==> src/rtl/multiplicador_seq_pkg.sv <==
// Shared definitions for the sequential shift-add multiplier: state encoding
// and a two's-complement magnitude helper usable at any operand width.
package mult_pkg;

  typedef enum logic [1:0] {
    ST_OCIOSO  = 2'b00,
    ST_CALCULA = 2'b01,
    ST_AJUSTE  = 2'b10
  } state_t;

  // Widest operand the magnitude helper handles; callers zero-extend into it.
  localparam int MAX_W = 64;

  // Magnitude of the low w bits of v read as two's complement. |-2^(w-1)|
  // comes back as 2^(w-1), which still fits in w unsigned bits.
  function automatic logic [MAX_W-1:0] abs_tc(input logic [MAX_W-1:0] v,
                                              input int unsigned     w);
    logic [MAX_W-1:0] mask;
    logic [MAX_W-1:0] neg;
    mask = (w >= MAX_W) ? '1 : ((MAX_W'(1) << w) - MAX_W'(1));
    neg  = (~v) + MAX_W'(1);
    if (v[w-1]) abs_tc = neg & mask;
    else        abs_tc = v & mask;
  endfunction

endpackage

==> src/rtl/multiplicador_seq_if.sv <==
// Request/response bundle between a client and the sequential multiplier.
interface multiplicador_seq_if #(
  parameter int WIDTH = 5
);
  // Handshake: iniciar is honoured only on an edge where ocupado=0; the operands
  // and com_sinal are captured on that same edge and may change afterwards.
  // pronto pulses for one cycle when resultado first shows the new product;
  // resultado then holds until the next completion or reset.
  logic               iniciar;
  logic               com_sinal;
  logic [WIDTH-1:0]   a;
  logic [WIDTH-1:0]   b;
  logic [2*WIDTH-1:0] resultado;
  logic               pronto;
  logic               ocupado;

  modport master (
    output iniciar, com_sinal, a, b,
    input  resultado, pronto, ocupado
  );

  modport slave (
    input  iniciar, com_sinal, a, b,
    output resultado, pronto, ocupado
  );
endinterface

==> src/rtl/multiplicador_seq_fd.sv <==
// Datapath of the shift-add multiplier: operand magnitudes, accumulator,
// iteration counter and the final sign correction into the result register.
module multiplicador_seq_fd
  import mult_pkg::*;
#(
  parameter int WIDTH = 5,
  parameter int CNT_W = $clog2(WIDTH) + 1
) (
  input  logic               i_clock,
  input  logic               i_reset,
  input  logic               i_load,
  input  logic               i_step,
  input  logic               i_fix,
  input  logic               i_com_sinal,
  input  logic [WIDTH-1:0]   i_a,
  input  logic [WIDTH-1:0]   i_b,
  output logic [2*WIDTH-1:0] o_resultado,
  output logic               o_pronto,
  output logic               o_cnt_last
);

  localparam int PW = 2 * WIDTH;

  logic [WIDTH-1:0] r_mag_a;
  logic [WIDTH-1:0] r_mag_b;
  logic [PW-1:0]    r_acc;
  logic [CNT_W-1:0] r_cnt;
  logic             r_neg;
  logic [PW-1:0]    r_resultado;
  logic             r_pronto;

  logic [WIDTH-1:0] w_mag_a_in;
  logic [WIDTH-1:0] w_mag_b_in;
  logic [PW-1:0]    w_addend;
  logic [PW-1:0]    w_acc_neg;

  // Unsigned mode keeps the raw bits; signed mode works on magnitudes and
  // restores the sign once at the end.
  assign w_mag_a_in = i_com_sinal
    ? WIDTH'(abs_tc({{(MAX_W-WIDTH){1'b0}}, i_a}, WIDTH)) : i_a;
  assign w_mag_b_in = i_com_sinal
    ? WIDTH'(abs_tc({{(MAX_W-WIDTH){1'b0}}, i_b}, WIDTH)) : i_b;

  assign w_addend  = {{WIDTH{1'b0}}, r_mag_a} << r_cnt;
  assign w_acc_neg = (~r_acc) + PW'(1);

  always_ff @(posedge i_clock) begin
    if (!i_reset) begin
      r_mag_a     <= '0;
      r_mag_b     <= '0;
      r_acc       <= '0;
      r_cnt       <= '0;
      r_neg       <= 1'b0;
      r_resultado <= '0;
      r_pronto    <= 1'b0;
    end else begin
      r_pronto <= i_fix;
      if (i_load) begin
        r_mag_a <= w_mag_a_in;
        r_mag_b <= w_mag_b_in;
        r_neg   <= i_com_sinal & (i_a[WIDTH-1] ^ i_b[WIDTH-1]);
        r_acc   <= '0;
        r_cnt   <= '0;
      end
      if (i_step) begin
        if (r_mag_b[0]) r_acc <= r_acc + w_addend;
        r_mag_b <= r_mag_b >> 1;
        r_cnt   <= r_cnt + CNT_W'(1);
      end
      // A zero accumulator negates to zero, so -0 never shows up as a pattern.
      if (i_fix) r_resultado <= r_neg ? w_acc_neg : r_acc;
    end
  end

  assign o_cnt_last  = (r_cnt == CNT_W'(WIDTH - 1));
  assign o_resultado = r_resultado;
  assign o_pronto    = r_pronto;

endmodule

==> src/rtl/multiplicador_seq.sv <==
// Sequential shift-add multiplier, unsigned or two's complement, fixed latency
// of WIDTH+2 edges from the accepting edge to the end of the pronto pulse.
module multiplicador_seq
  import mult_pkg::*;
#(
  parameter int WIDTH = 5,
  localparam int CNT_W = $clog2(WIDTH) + 1
) (
  input  logic                clock,
  input  logic                reset,
  multiplicador_seq_if.slave  mult,
  output state_t              o_estado
);

  state_t r_estado;
  state_t w_prox;
  logic   w_load;
  logic   w_step;
  logic   w_fix;
  logic   w_cnt_last;

  always_ff @(posedge clock) begin
    if (!reset) r_estado <= ST_OCIOSO;
    else        r_estado <= w_prox;
  end

  always_comb begin
    w_prox = r_estado;
    w_load = 1'b0;
    w_step = 1'b0;
    w_fix  = 1'b0;
    case (r_estado)
      ST_OCIOSO: begin
        if (mult.iniciar) begin
          w_load = 1'b1;
          w_prox = ST_CALCULA;
        end
      end
      ST_CALCULA: begin
        w_step = 1'b1;
        if (w_cnt_last) w_prox = ST_AJUSTE;
      end
      ST_AJUSTE: begin
        w_fix  = 1'b1;
        w_prox = ST_OCIOSO;
      end
      default: w_prox = ST_OCIOSO;
    endcase
  end

  multiplicador_seq_fd #(
    .WIDTH (WIDTH),
    .CNT_W (CNT_W)
  ) u_fd (
    .i_clock     (clock),
    .i_reset     (reset),
    .i_load      (w_load),
    .i_step      (w_step),
    .i_fix       (w_fix),
    .i_com_sinal (mult.com_sinal),
    .i_a         (mult.a),
    .i_b         (mult.b),
    .o_resultado (mult.resultado),
    .o_pronto    (mult.pronto),
    .o_cnt_last  (w_cnt_last)
  );

  assign mult.ocupado = (r_estado != ST_OCIOSO);
  assign o_estado     = r_estado;

endmodule
==> src/flat_wrapper.sv <==
// flat-port wrapper written by rule: the top's interface ports become plain ports
module multiplicador_seq_flat import mult_pkg::*;
#(
  parameter int WIDTH = 5,
  localparam int CNT_W = $clog2(WIDTH) + 1
)
  (clock, reset, o_estado, mult_iniciar, mult_com_sinal, mult_a, mult_b, mult_resultado, mult_pronto, mult_ocupado);
  multiplicador_seq_if #(.WIDTH(WIDTH)) mult_i ();
  input  logic clock;
  input  logic reset;
  output state_t o_estado;
  input wire logic [$bits(mult_i.iniciar)-1:0] mult_iniciar;
  input wire logic [$bits(mult_i.com_sinal)-1:0] mult_com_sinal;
  input wire logic [$bits(mult_i.a)-1:0] mult_a;
  input wire logic [$bits(mult_i.b)-1:0] mult_b;
  output wire logic [$bits(mult_i.resultado)-1:0] mult_resultado;
  output wire logic [$bits(mult_i.pronto)-1:0] mult_pronto;
  output wire logic [$bits(mult_i.ocupado)-1:0] mult_ocupado;
  assign mult_i.iniciar = mult_iniciar;
  assign mult_i.com_sinal = mult_com_sinal;
  assign mult_i.a = mult_a;
  assign mult_i.b = mult_b;
  assign mult_resultado = mult_i.resultado;
  assign mult_pronto = mult_i.pronto;
  assign mult_ocupado = mult_i.ocupado;
  multiplicador_seq #(.WIDTH(WIDTH)) u_core (.clock(clock), .reset(reset), .mult(mult_i), .o_estado(o_estado));
endmodule
==> config.mk <==
export PLATFORM = sky130hd
export DESIGN_NAME = multiplicador_seq_flat
export DESIGN_NICKNAME = d
export VERILOG_FILES = /design/src/rtl/multiplicador_seq_pkg.sv /design/src/rtl/multiplicador_seq_if.sv /design/src/rtl/multiplicador_seq_fd.sv /design/src/rtl/multiplicador_seq.sv /design/src/flat_wrapper.sv
export SDC_FILE = /design/constraint.sdc
export NUM_CORES = 1
export LEC_CHECK = 0
export BUFFER_PORTS_ARGS = -buffer_cell sky130_fd_sc_hd__buf_2
export CAP_MARGIN = 20
export CORE_ASPECT_RATIO = 2
export CORE_MARGIN = 2
export CORE_UTILIZATION = 40
export DETAILED_ROUTE_END_ITERATION = 6
export PLACE_DENSITY = 0.66
export SLEW_MARGIN = 15
export SYNTH_ARGS = -nofsm -noshare
export SYNTH_HDL_FRONTEND = slang
export SYNTH_SLANG_ARGS = --single-unit
==> constraint.sdc <==
create_clock -name clock -period 8.4 [get_ports clock]
set_clock_uncertainty 0.05 [all_clocks]
set_input_delay 0 -clock clock [delete_from_list [all_inputs] [get_ports clock]]
set_output_delay 0 -clock clock [all_outputs]
set_load 0.02 [all_outputs]
==> flow_metrics.tcl <==
set metrics [dict create \
    outcome "finished clean" \
    syn_inst 298 \
    period_needed_ns 3.06 \
    dieArea_um2 6820 \
    postCtsSetupBuffers 0 \
    cpMaxStageDelayCell "dfxtp_1" \
    num_vias 2168 \
    port_buffers 27 \
    crit_top_cell "nor2_1" \
    slowest_delay_ns 0.60 \
    post-route-util 0.472 \
    hold_path.class "in2reg" \
    setup_ws_ns 5.34 \
    whs_ns 0.0526 \
    dp_hpwl_um 4220 \
    grt_pass1_wl_um 9200 \
    final_common_cell "dfxtp_1" \
    start_util 0.412 \
    grt_usage 0.178 \
    crit_chain "mux2_2 -> o21ai_1 -> nor2_1 -> a31oi_1 -> nor2_1 -> ha_1 -> nand3_1 -> o22ai_2 -> nand4_1 -> and3_1 -> or2_1 -> o211ai_2" \
    drtIter0Drc 48 \
    ios 28 \
    clock_path_buffers 2 \
    worstPathRequired_ns 8.56 \
    netlist.area_leader.share 0.310 \
    critPathCaptureType "flop" \
    cts_buffers 5 \
    wl_um 5430 \
    ys.flop_type "dfxtp_1" \
    synth-edff-count 0 \
    ys_ff_latch 38 \
    layoutNonFillerInstCount 387 \
    placed_cells 375 \
    p_leak_nw 1.31 \
    cts_tree "yes" \
    critPathMaxFanout 15 \
    worst_pin_slew_ns 0.639 \
    n_antenna_cell 0 \
    cp-start-kind "flop" \
    gr-total-overflow 0 \
    die_x_um 59.4 \
    grt_pass1_vias 2081 \
    path_buf_inv 0 \
    design_area_um2 2810 \
    dpl_cell_area_um2 2620 \
    hold_viol 0 \
    drive_gt1_frac 0.142 \
    p_per_area_nw_per_um2 150 \
    drcViolationCount 0 \
    slew_headroom 0.574 \
    place_ws_ns 5.36 \
    synthArstFlopShare 0 \
    rsz0062_at_grt "false" \
    period_share 0.365 \
    numClockSinks 38 \
    clk_latency_ns 0.28 \
    setup_viol 0 \
    grt_max_degree 41 \
    syn_nets 327 \
    worstPathArrival_ns 3.22 \
    critPathTopFamily "compound AO/OA/AOI/OAI gates" \
    syn_avg_cell_area_um2 8.24 \
    synth.largest_area_cell "dfxtp_1" \
    viasPerCell 5.60 \
    ant_nets 0 \
    clk_pin_slew_ns 0.05 \
    p_total_mw 0.422 \
    syn_area_um2 2450 \
    fin_nets 353 \
    crit_type "reg2reg" \
    first_pass_iters 4 \
    root_buffer "clkbuf_16" \
    rows 40 \
    htreeDepth 2 \
    die_h_um 115 \
    fin_tns_setup_ns 0 \
    synth_area_leaders "dfxtp_1 (31%), ha_1 (7.1%), nand2_1 (5.7%)" \
    post_drt_wl_per_cell_um 14.0 \
    ys_seq_area_frac 0.310 \
    gp_congestion 0.884 \
    synth_cell_types 51 \
    ys_warn_count 0 \
    coreArea_um2 5960 \
    drv_cap 0 \
    area_growth_pct 14.4 \
    slew_viol_final 0 \
    peakVddDrop_mv 0.0892 \
    layout_common_cells "dfxtp_1 (38), nand2_1 (37), buf_2 (27)" \
    fmax_ghz 0.326 \
    antenna_found_initial 0 \
]
-- worst min-delay path, delay by kind of cell --
| kind | cells | cell delay, ns |
|---|---|---|
| AO/OA/AOI/OAI | 1 | 0.13 |
| AND/OR/NAND/NOR | 2 | 0.13 |
| buffers and inverters | 1 | 0.10 |
-- cells in the mapped netlist (all sizes together) (7+ instances only) --
master	count
a22oi	7
nor2b	18
ha	14
clkbuf	10
nand2	37
nand3	20
a21oi	14
inv	10
nor2	17
xor2	11
o21ai	16
dfxtp	38
o211a	10
a21boi	7
-- sequential cells by signal (all words and copies together), names as in the netlist --
signal and cells:
u_core.o_estado 2, u_core.u_fd.r_cnt 4, u_core.u_fd.r_mag_a 5, u_core.u_fd.r_mag_b 5, u_core.u_fd.r_neg 1, u_core.u_fd.o_pronto 1
u_core.u_fd.o_resultado 10, u_core.u_fd.r_acc 10
-- power breakdown --
part / switching [mW] / internal (mW)
registers: 0.00615 / 0.185
clock network: 0.0710 / 0.107
logic: 0.0300 / 0.0224
-- logic make-up (layout without fill, tap and decap cells) --
| logic type | count (synthesis) | after routing | share of synthesized area |
|---|---|---|---|
| muxes | 8 | 8 | 0.0362 |
| AOI/OAI and AO/OA | 74 | 74 | 0.220 |
| buffers and inverters | 26 | 52 | 0.0428 |
| xor gates and xnor gates | 16 | 16 | 0.0571 |
| and+or+nand+nor | 121 | 121 | 0.254 |
| adders and majority gates | 15 | 15 | 0.0795 |
| DFF | 38 | 38 | 0.310 |
-- layout make-up --
class / instances / area, um2
Clock buffer: 5 / 125
Fill cell: 597 / 3150
Clock inverter: 2 / 10.0
Timing Repair Buffer: 35 / 208
Multi-Input combinational cell: 234 / 1590
Sequential cell: 38 / 761
Tap cell: 63 / 78.8
Inverter: 10 / 37.5
-- metal layers --
metal,track usage,vias up,part of all wire
met4,0.0955,0,0.039
li1,-,1109,-
met3,0.0281,16,0.023
met5,0,-,0
met1,0.155,1005,0.34
met2,0.356,38,0.59
-- what timing repair did --
| item | 4_1_cts | 5_1_grt |
|---|---|---|
| hold endpoints to repair | 5 | 0 |
| gates resized for setup | 0 | 0 |
| setup endpoints to repair | 0 | 0 |
| hold buffers | 5 | 0 |
-- worst paths after layout --
kind	start	to	slack, ns	cells after the start
min reg2reg	u_core.u_fd.r_mag_b[0]$_SDFFE_PN0P_	u_core.u_fd.r_mag_b[0]$_SDFFE_PN0P_	0.40	2
max	u_core.u_fd.r_cnt[0]$_SDFFE_PN0P_	u_core.u_fd.r_acc[9]$_SDFF_PN0_	5.34	12
max reg2reg	u_core.u_fd.r_cnt[0]$_SDFFE_PN0P_	u_core.u_fd.r_acc[9]$_SDFF_PN0_	5.34	12
min	mult_a[1]	u_core.u_fd.r_mag_a[1]$_SDFFE_PN0P_	0.05	4
No activity file was read; power rests on OpenSTA's default activity.
